### src/rtl/pio_tctrl_mdev.sv
// ATA PIO timing controller: per-device timing sets, IORDY synchroniser with
// wait timeout, and a one-deep pending slot so back-to-back cycles need no idle clk.
module pio_tctrl_mdev #(
  parameter int unsigned TWIDTH  = 8,
  parameter int unsigned NDEV    = 2,
  parameter int unsigned DW      = 1,
  parameter int unsigned TOWIDTH = 16
) (
  input  logic                   clk,
  input  logic                   rst,
  input  logic                   go,
  input  logic                   we,
  input  logic [DW-1:0]          dev,
  input  logic [NDEV*TWIDTH-1:0] T1,
  input  logic [NDEV*TWIDTH-1:0] T2,
  input  logic [NDEV*TWIDTH-1:0] T4,
  input  logic [NDEV*TWIDTH-1:0] Teoc,
  input  logic [NDEV-1:0]        IORDY_en,
  input  logic [TOWIDTH-1:0]     Tto,
  input  logic                   IORDY,
  output logic                   DIOR,
  output logic                   DIOW,
  output logic                   oe,
  output logic                   dstrb,
  output logic                   done,
  output logic                   busy,
  output logic                   err
);

  typedef enum logic [2:0] {IDLE, SETUP, PULSE, WAITRDY, RECOV} state_e;

  // Fully resolved request: timing captured at acceptance, zero fields forced to 1.
  typedef struct packed {
    logic              we;
    logic              ien;
    logic [TWIDTH-1:0] t1;
    logic [TWIDTH-1:0] t2;
    logic [TWIDTH-1:0] t4;
    logic [TWIDTH-1:0] trec;
  } req_t;

  function automatic logic [TWIDTH-1:0] nz(input logic [TWIDTH-1:0] v);
    return (v == '0) ? TWIDTH'(1) : v;
  endfunction

  state_e             state_q, state_d;
  logic [TWIDTH-1:0]  cnt_q, cnt_d;
  logic [TWIDTH-1:0]  t4_q, t4_d;
  logic [TOWIDTH-1:0] to_q, to_d;
  req_t               cur_q, cur_d;
  req_t               slot_q, slot_d;
  logic               slot_vld_q, slot_vld_d;
  logic               err_q, err_d;
  logic [1:0]         sync_q;

  logic dior_q, diow_q, oe_q, dstrb_q, done_q, busy_q;
  logic dior_d, diow_d, oe_d, dstrb_d, done_d, busy_d, strobe_d;

  logic [DW-1:0]     sel_c;
  logic [NDEV-1:0]   ien_vec_c;
  logic [TWIDTH-1:0] t4_c, teoc_c;
  req_t              req_c;
  logic              rdy_c;

  // Decode the incoming request against its (range-checked) timing set.
  always_comb begin
    sel_c      = (32'(dev) < NDEV) ? dev : '0;
    ien_vec_c  = IORDY_en >> sel_c;
    t4_c       = nz(TWIDTH'(T4 >> (32'(sel_c) * TWIDTH)));
    teoc_c     = nz(TWIDTH'(Teoc >> (32'(sel_c) * TWIDTH)));
    req_c.we   = we;
    req_c.ien  = ien_vec_c[0];
    req_c.t1   = nz(TWIDTH'(T1 >> (32'(sel_c) * TWIDTH)));
    req_c.t2   = nz(TWIDTH'(T2 >> (32'(sel_c) * TWIDTH)));
    req_c.t4   = t4_c;
    req_c.trec = (t4_c > teoc_c) ? t4_c : teoc_c;
  end

  assign rdy_c = !cur_q.ien || sync_q[1];

  always_comb begin
    state_d    = state_q;
    cnt_d      = cnt_q;
    to_d       = to_q;
    t4_d       = (t4_q != '0) ? t4_q - TWIDTH'(1) : '0;
    cur_d      = cur_q;
    slot_d     = slot_q;
    slot_vld_d = slot_vld_q;
    err_d      = err_q;

    if (go && (state_q != IDLE) && !slot_vld_q) begin
      slot_vld_d = 1'b1;
      slot_d     = req_c;
    end

    unique case (state_q)
      IDLE: begin
        if (go) begin
          state_d = SETUP;
          cur_d   = req_c;
          cnt_d   = req_c.t1;
          err_d   = 1'b0;
        end
      end
      SETUP: begin
        if (cnt_q <= TWIDTH'(1)) begin
          state_d = PULSE;
          cnt_d   = cur_q.t2;
        end else begin
          cnt_d = cnt_q - TWIDTH'(1);
        end
      end
      PULSE: begin
        if (cnt_q <= TWIDTH'(1)) begin
          if (rdy_c) begin
            state_d = RECOV;
            cnt_d   = cur_q.trec;
            t4_d    = cur_q.t4;
          end else begin
            state_d = WAITRDY;
            to_d    = Tto;
          end
        end else begin
          cnt_d = cnt_q - TWIDTH'(1);
        end
      end
      WAITRDY: begin
        // Ready wins over a timeout expiring in the same clk; to_q == 0 means no timeout.
        if (rdy_c) begin
          state_d = RECOV;
          cnt_d   = cur_q.trec;
          t4_d    = cur_q.t4;
        end else if (to_q == TOWIDTH'(1)) begin
          state_d = RECOV;
          cnt_d   = cur_q.trec;
          t4_d    = cur_q.t4;
          err_d   = 1'b1;
        end else if (to_q != '0) begin
          to_d = to_q - TOWIDTH'(1);
        end
      end
      RECOV: begin
        if (cnt_q <= TWIDTH'(1)) begin
          if (slot_vld_q) begin
            state_d    = SETUP;
            cur_d      = slot_q;
            cnt_d      = slot_q.t1;
            slot_vld_d = 1'b0;
            err_d      = 1'b0;
          end else if (go) begin
            state_d    = SETUP;
            cur_d      = req_c;
            cnt_d      = req_c.t1;
            slot_vld_d = 1'b0;
            err_d      = 1'b0;
          end else begin
            state_d = IDLE;
          end
        end else begin
          cnt_d = cnt_q - TWIDTH'(1);
        end
      end
      default: state_d = IDLE;
    endcase

    strobe_d = (state_d == PULSE) || (state_d == WAITRDY);
    dior_d   = strobe_d && !cur_d.we;
    diow_d   = strobe_d && cur_d.we;
    oe_d     = cur_d.we && ((state_d == SETUP) || strobe_d ||
                            ((state_d == RECOV) && (t4_d != '0)));
    dstrb_d  = (state_d == RECOV) && (state_q != RECOV);
    done_d   = (state_d == RECOV) && (t4_d == TWIDTH'(1));
    busy_d   = (state_d != IDLE);
  end

  always_ff @(posedge clk) begin
    if (rst) begin
      state_q    <= IDLE;
      cnt_q      <= '0;
      t4_q       <= '0;
      to_q       <= '0;
      cur_q      <= '0;
      slot_q     <= '0;
      slot_vld_q <= 1'b0;
      err_q      <= 1'b0;
      sync_q     <= '0;
      dior_q     <= 1'b0;
      diow_q     <= 1'b0;
      oe_q       <= 1'b0;
      dstrb_q    <= 1'b0;
      done_q     <= 1'b0;
      busy_q     <= 1'b0;
    end else begin
      state_q    <= state_d;
      cnt_q      <= cnt_d;
      t4_q       <= t4_d;
      to_q       <= to_d;
      cur_q      <= cur_d;
      slot_q     <= slot_d;
      slot_vld_q <= slot_vld_d;
      err_q      <= err_d;
      sync_q     <= {sync_q[0], IORDY};
      dior_q     <= dior_d;
      diow_q     <= diow_d;
      oe_q       <= oe_d;
      dstrb_q    <= dstrb_d;
      done_q     <= done_d;
      busy_q     <= busy_d;
    end
  end

  assign DIOR  = dior_q;
  assign DIOW  = diow_q;
  assign oe    = oe_q;
  assign dstrb = dstrb_q;
  assign done  = done_q;
  assign busy  = busy_q;
  assign err   = err_q;

endmodule
### config.mk
export PLATFORM = sky130hd
export DESIGN_NAME = pio_tctrl_mdev
export DESIGN_NICKNAME = d
export VERILOG_FILES = /design/src/rtl/pio_tctrl_mdev.sv
export SDC_FILE = /design/constraint.sdc
export NUM_CORES = 1
export LEC_CHECK = 0
export BUFFER_PORTS_ARGS = -buffer_cell sky130_fd_sc_hd__buf_2
export CORE_ASPECT_RATIO = 1.25
export CORE_MARGIN = 3
export CORE_UTILIZATION = 60
export CTS_BUF_LIST = sky130_fd_sc_hd__clkbuf_2 sky130_fd_sc_hd__clkbuf_4 sky130_fd_sc_hd__clkbuf_8
export DETAILED_ROUTE_END_ITERATION = 7
export GPL_TIMING_DRIVEN = 0
export PLACE_DENSITY = 0.83
export SLEW_MARGIN = 20
export SYNTH_ARGS = -nofsm -noshare
export SYNTH_HDL_FRONTEND = slang
export SYNTH_SLANG_ARGS = --single-unit
### constraint.sdc
create_clock -name clk -period 4.19 [get_ports clk]
set_clock_uncertainty 0.2 [all_clocks]
set_input_delay 0.6285 -clock clk [delete_from_list [all_inputs] [get_ports clk]]
set_output_delay 0.6285 -clock clk [all_outputs]
set_load 0.05 [all_outputs]
# --- Word level (Yosys, flattened, before mapping) ---
# Cells that the tools add are included.
classes:
  muxes: 51
  magnitude_cmp: 2
  eq_ne: 20
  n_reduce_logical: 33
  shift: 5
  addsub: 3
ops:
  columns: ["operator", "count"]
  rows:
  - ["8-bit two-way mux", 18]
  - ["34-bit two-way mux", 3]
  - ["16-bit two-way mux", 5]
  - ["34-bit one-hot mux with 2 select lines", 1]
  - ["16-bit by 4-bit right shift with 8-bit output", 4]
  - ["8-bit one-hot mux with 5 select lines", 1]
  - ["8-bit logical NOT", 4]
  - ["16-bit one-hot mux with 2 select lines", 1]
  - ["3-bit two-way mux", 7]
  - ["16-bit by 1-bit == test with 1-bit output (second input constant)", 1]
  - ["8-bit one-hot mux with 2 select lines", 1]
  - ["16-bit nonzero test", 1]
  - ["8-bit nonzero test", 2]
  - ["16-bit by 1-bit subtractor with 16-bit output (second input constant)", 1]
  - ["8-bit by 1-bit subtractor with 8-bit output (second input constant)", 2]
  - ["3-bit one-hot mux with 5 select lines", 1]
  - ["2-bit inequality test (second input constant)", 7]
  - ["3-bit by 2-bit == test with 1-bit output (second input constant)", 4]
  - ["1-bit two-way mux", 12]
  - ["3-bit inequality test (second input constant)", 3]
  - ["3-bit nonzero test", 3]
  - ["8-bit by 1-bit == test with 1-bit output (second input constant)", 1]
  - ["8-bit > comparator", 1]
  - ["8-bit by 1-bit <= comparator with 1-bit output (second input constant)", 1]
  - ["other kinds (14)", 29]
word_totals:
  elab_cells: 139
  ff_bits: 113

# --- Longest topological paths before layout ---
depth:
  depth_word: 11
  ltp_mapped: 12

# --- Worst setup path before layout ---
# No wires, ideal clock.
synth_path:
  path_type: "input port to flip-flop"
  from: "input dev"
  to: "register slot_q[2] (netlist name)"
  t_arrival_ns: 3.579
  path_slack_ns: 0.335
  stages: 12
  cell_sequence: "buf_2 > buf_1 > mux2i_1 > nand4_1 > o41ai_1 > ha_1 > nor2b_1 > o221ai_1 > a31oi_1 > o21ai_1 > mux2_2 > o22ai_1"
synth_via:
  elab_chain_cells: 5
  elab_cells_between_ends: 8
  classes_between: "1 x order compare; 2 x shift; 3 x mux; 2 x reduce/logical"
synth_lines:
  columns: ["item", "line", "text"]
  rows:
  - ["from (decl)", "13", "input logic [DW-1:0] dev,"]
  - ["16-bit by 4-bit right shift with 8-bit output, on equally long branches", "69, 70", null]
  - ["8-bit logical NOT", "43", "return (v == '0) ? TWIDTH'(1) : v;"]
  - ["8-bit two-way mux", "43", null]
  - ["8-bit > comparator", "76", "req_c.trec = (t4_c > teoc_c) ? t4_c : teoc_c;"]
  - ["8-bit two-way mux (*)", "76", null]
  - ["to (signal assigned)", "199", "slot_q <= slot_d;"]
  - ["to (decl)", "51", "req_t slot_q, slot_d;"]
# Every way passes the cells marked *; elsewhere a longest branch is shown, timed or not.
# A chain may end at the register's enable or synchronous reset.

# --- Final worst setup path ---
layout_path:
  from: "input dev"
  to: "register slot_q[6] (netlist name)"
# Same word-level chain as after synthesis.

==> flow_metrics.env <==
export IMPL_finalCriticalPeriod_ns=3.965
export IMPL_drtIter0Drc=760
export IMPL_syn_inst=828
export IMPL_setup_viol=0
export IMPL_gp_congestion=0.9468
export IMPL_avgSynthCellArea_um2=7.811
export IMPL_r2r_cells=10
export IMPL_slew_viol_final=0
export IMPL_grt_pass1_vias=7084
export IMPL_end_kind="flip-flop"
export IMPL_arrival_ns=4.02
export IMPL_netlist_area_mm2=0.006467
export IMPL_fin_nets=1033
export IMPL_startpoint_type="input pin"
export IMPL_final_cells=1065
export IMPL_dp_cells=1049
export IMPL_grt_pass1_wl_um=34560
export IMPL_switchingPower_mw=1.967
export IMPL_max_clock_freq_mhz=252.2
export IMPL_clk_latency_ns=0.38
export IMPL_tightest_slew_ns=1.002
export IMPL_max_vdd_ir_drop_uv=274.3
export IMPL_crit_slowest_cell="o41ai_1"
export IMPL_vias=7190
export IMPL_diodes=0
export IMPL_cts_inserted_buffers=9
export IMPL_clkSinkCount=105
export IMPL_critPathCapture="slot_q[6]"
export IMPL_synth_top_area_frac=0.3250
export IMPL_slew_headroom=0.3295
export IMPL_maxCapViolCount=0
export IMPL_cts_setup_buffers=0
export IMPL_p_seq_frac=0.344
export IMPL_whs_path_depth=2
export IMPL_clk_pin_slew_worst_paths_ns=0.10
export IMPL_totalWireLength_um=22030
export IMPL_ys_types=71
export IMPL_synth_most_common_cell="dfxtp_1"
export IMPL_grt_max_degree=19
export IMPL_rr_endpoint="cnt_q[4]"
export IMPL_portBuffers=92
export IMPL_rsz0062_at_grt="no"
export IMPL_switching_share=0.4603
export IMPL_drt_pass1_iter_count=7
export IMPL_p_int_mw=2.306
export IMPL_status="complete, no violations"
export IMPL_core_mm2=0.01031
export IMPL_p_total_mw=4.273
export IMPL_path_max_fanout=10
export IMPL_p_clk_frac=0.143
export IMPL_synth_area_leaders="dfxtp_1 33%, mux2i_1 6.5%, a21oi_1 6.2%"
export IMPL_comb_power_share=0.513
export IMPL_antenna_found_initial=0
export IMPL_setup_worst_path_start="dev"
export IMPL_die_h_um=122.1
export IMPL_crit_chain="buf_2, buf_2, mux2i_1, nand4_1, o41ai_1, ha_1, nor2b_1, o221ai_1, a31oi_1, o21ai_2, mux2i_1, o22ai_1"
export IMPL_path_class="in2reg"
export IMPL_hold_class="in2reg"
export IMPL_async_flop_share=0
export IMPL_drive_above_1_share=0.1592
export IMPL_floorplan_initialDensity=0.6272
export IMPL_ctsRootBufferMaster="clkbuf_8"
export IMPL_rows=41
export IMPL_grt_overflow=0
export IMPL_grt_use_total=0.3608
export IMPL_reg2reg_slack_ns=0.91
export IMPL_power_leakage_nw=2.848
export IMPL_synth_edf_count=0
export IMPL_synth_nets=930
export IMPL_ios=95
export IMPL_yosys_top_cells_count="105 x dfxtp_1, 80 x a21oi_1, 79 x nand2_1"
export IMPL_htreeDepth=3
export IMPL_syn_to_final_growth_pct=12.65
export IMPL_yosysTopAreaCell="dfxtp_1"
export IMPL_power_density_mw_per_mm2=586.5
export IMPL_dieArea_mm2=0.01207
export IMPL_via_per_inst=6.751
export IMPL_post_dp_hpwl_um=16640
export IMPL_synth_seq_cells=105
export IMPL_die_w_um=98.86
export IMPL_critical_path_max_stage_delay_ns=0.55
export IMPL_yosys_warnings=0
export IMPL_holdWs_ns=0.2514
export IMPL_drc=0
export IMPL_clock_path_buffers=2
export IMPL_dpl_cell_area_mm2=0.007089
export IMPL_ant_nets=0
export IMPL_seq_area_frac_synth=0.3250
export IMPL_synth_flop_cell="dfxtp_1"
export IMPL_cts_hold_buf=0
export IMPL_r2r_start="cnt_q[0]"
export IMPL_cts_tree="built"
export IMPL_routedWlPerCell_um=20.68
export IMPL_finalHoldViolCount=0
export IMPL_fin_crit_sh=0.9464
export IMPL_worstPathRequired_ns=4.24
export IMPL_stdcell_area_mm2=0.007286
-- cells in the final DEF, fill, tap and decap left out, types with 5 or more instances in the layout --
cell      Yosys  routed
clkbuf_1     48      48
o221ai_1      5       5
a22oi_1      14      14
nor3_1       18      18
nor4_1       12      12
nor2b_1       7       7
nand3_1      15      15
a21o_1        7       7
a21oi_1      80      80
a31oi_1      10      10
nand2_1      79      79
nand3b_1     12      12
buf_2         5      98
xnor2_1       5       5
o22ai_1      28      28
inv_1        27      27
clkbuf_8      0       9
ha_1         14      14
o21ai_0      51      51
a211oi_1     47      47
nand2b_1      6       6
and2_1        9       9
nor2_1       77      77
mux2_2       11      11
mux2i_1      42      40
dfxtp_1     105     105
-- repair_timing --
| action | 4_1_cts | 5_1_grt |
|---|---|---|
| resized for setup | 1 | 4 |
| pin swaps | 0 | 0 |
| endpoints found under the setup margin | 16 | 16 |
-- cells by family (layout without fill, tap and decap cells) --
logic type,Yosys count,in the layout,synth area share
and+or+nand+nor,262,262,0.1979
buffers and inverters,90,198,0.05900
adders and majority gates,14,14,0.02708
muxes,53,53,0.08416
DFF,105,105,0.3250
AOI/OAI and AO/OA,296,296,0.2960
xor gates and xnor gates,8,8,0.01083
-- worst min-delay path by stage --
stage                          from         to  slack [ns]
after floorplan           sync_q[0]  sync_q[1]        0.21
after global placement    sync_q[0]  sync_q[1]        0.22
after detailed placement  sync_q[0]  sync_q[1]        0.23
after CTS                     IORDY  sync_q[0]        0.25
after global routing          IORDY  sync_q[0]        0.25
final                         IORDY  sync_q[0]        0.25
-- sequential cells by signal, indices dropped and copies added (netlist names), 2 cells and up --
register,flops
state_q,3
t4_q,8
cur_q,26
cnt_q,8
sync_q,2
slot_q,34
to_q,16
-- critical path, delay by kind of cell --
family                     cells  cell delay [ns]
buffers and inverters          2             0.61
AOI/OAI and AO/OA              5             1.42
adders and majority gates      1             0.26
and+or+nand+nor                2             0.20
muxes                          2             0.88
-- cell type report --
type,instances,area [µm²]
multi-input cells,633,3995
fillers,897,3025
flip-flops and latches,105,2102
repair buffers,92,460.4
plain buffers,62,279.0
well taps,129,161.4
clock buffers,10,131.4
inverters,28,105.1
clock inverters,6,51.30
-- power groups by stage --
stage | clock [mW] | sequential, mW | combinational, mW
finish | 0.609 | 1.47 | 2.19
global route | 0.646 | 1.49 | 2.40
CTS | 0.608 | 1.46 | 2.15
detailed placement | 0 | 1.48 | 2.13
global placement | 0 | 1.47 | 2.08
floorplan | 0 | 1.45 | 1.58
-- through the flow --
stage / util / setup WS [ns] / setup TNS [ns]
floorplan: - / 0.3350 / 0
global placement: 0.6875 / -0.4212 / -5.919
detailed placement: 0.6875 / -0.5309 / -7.517
CTS: 0.7054 / 0.03939 / 0
global route: 0.7066 / 0.1596 / 0
finish: 0.7066 / 0.2247 / 0
-- routing by layer --
metal / share of wire / track usage / vias up
met1: 0.37 / 0.4095 / 3338
met3: 0.085 / 0.07216 / 111
met4: 0.062 / 0.2306 / 0
met5: 0 / 0 / -
li1: - / - / 3287
met2: 0.48 / 0.6147 / 454
Note: power is estimated with default switching activity, not from simulation.
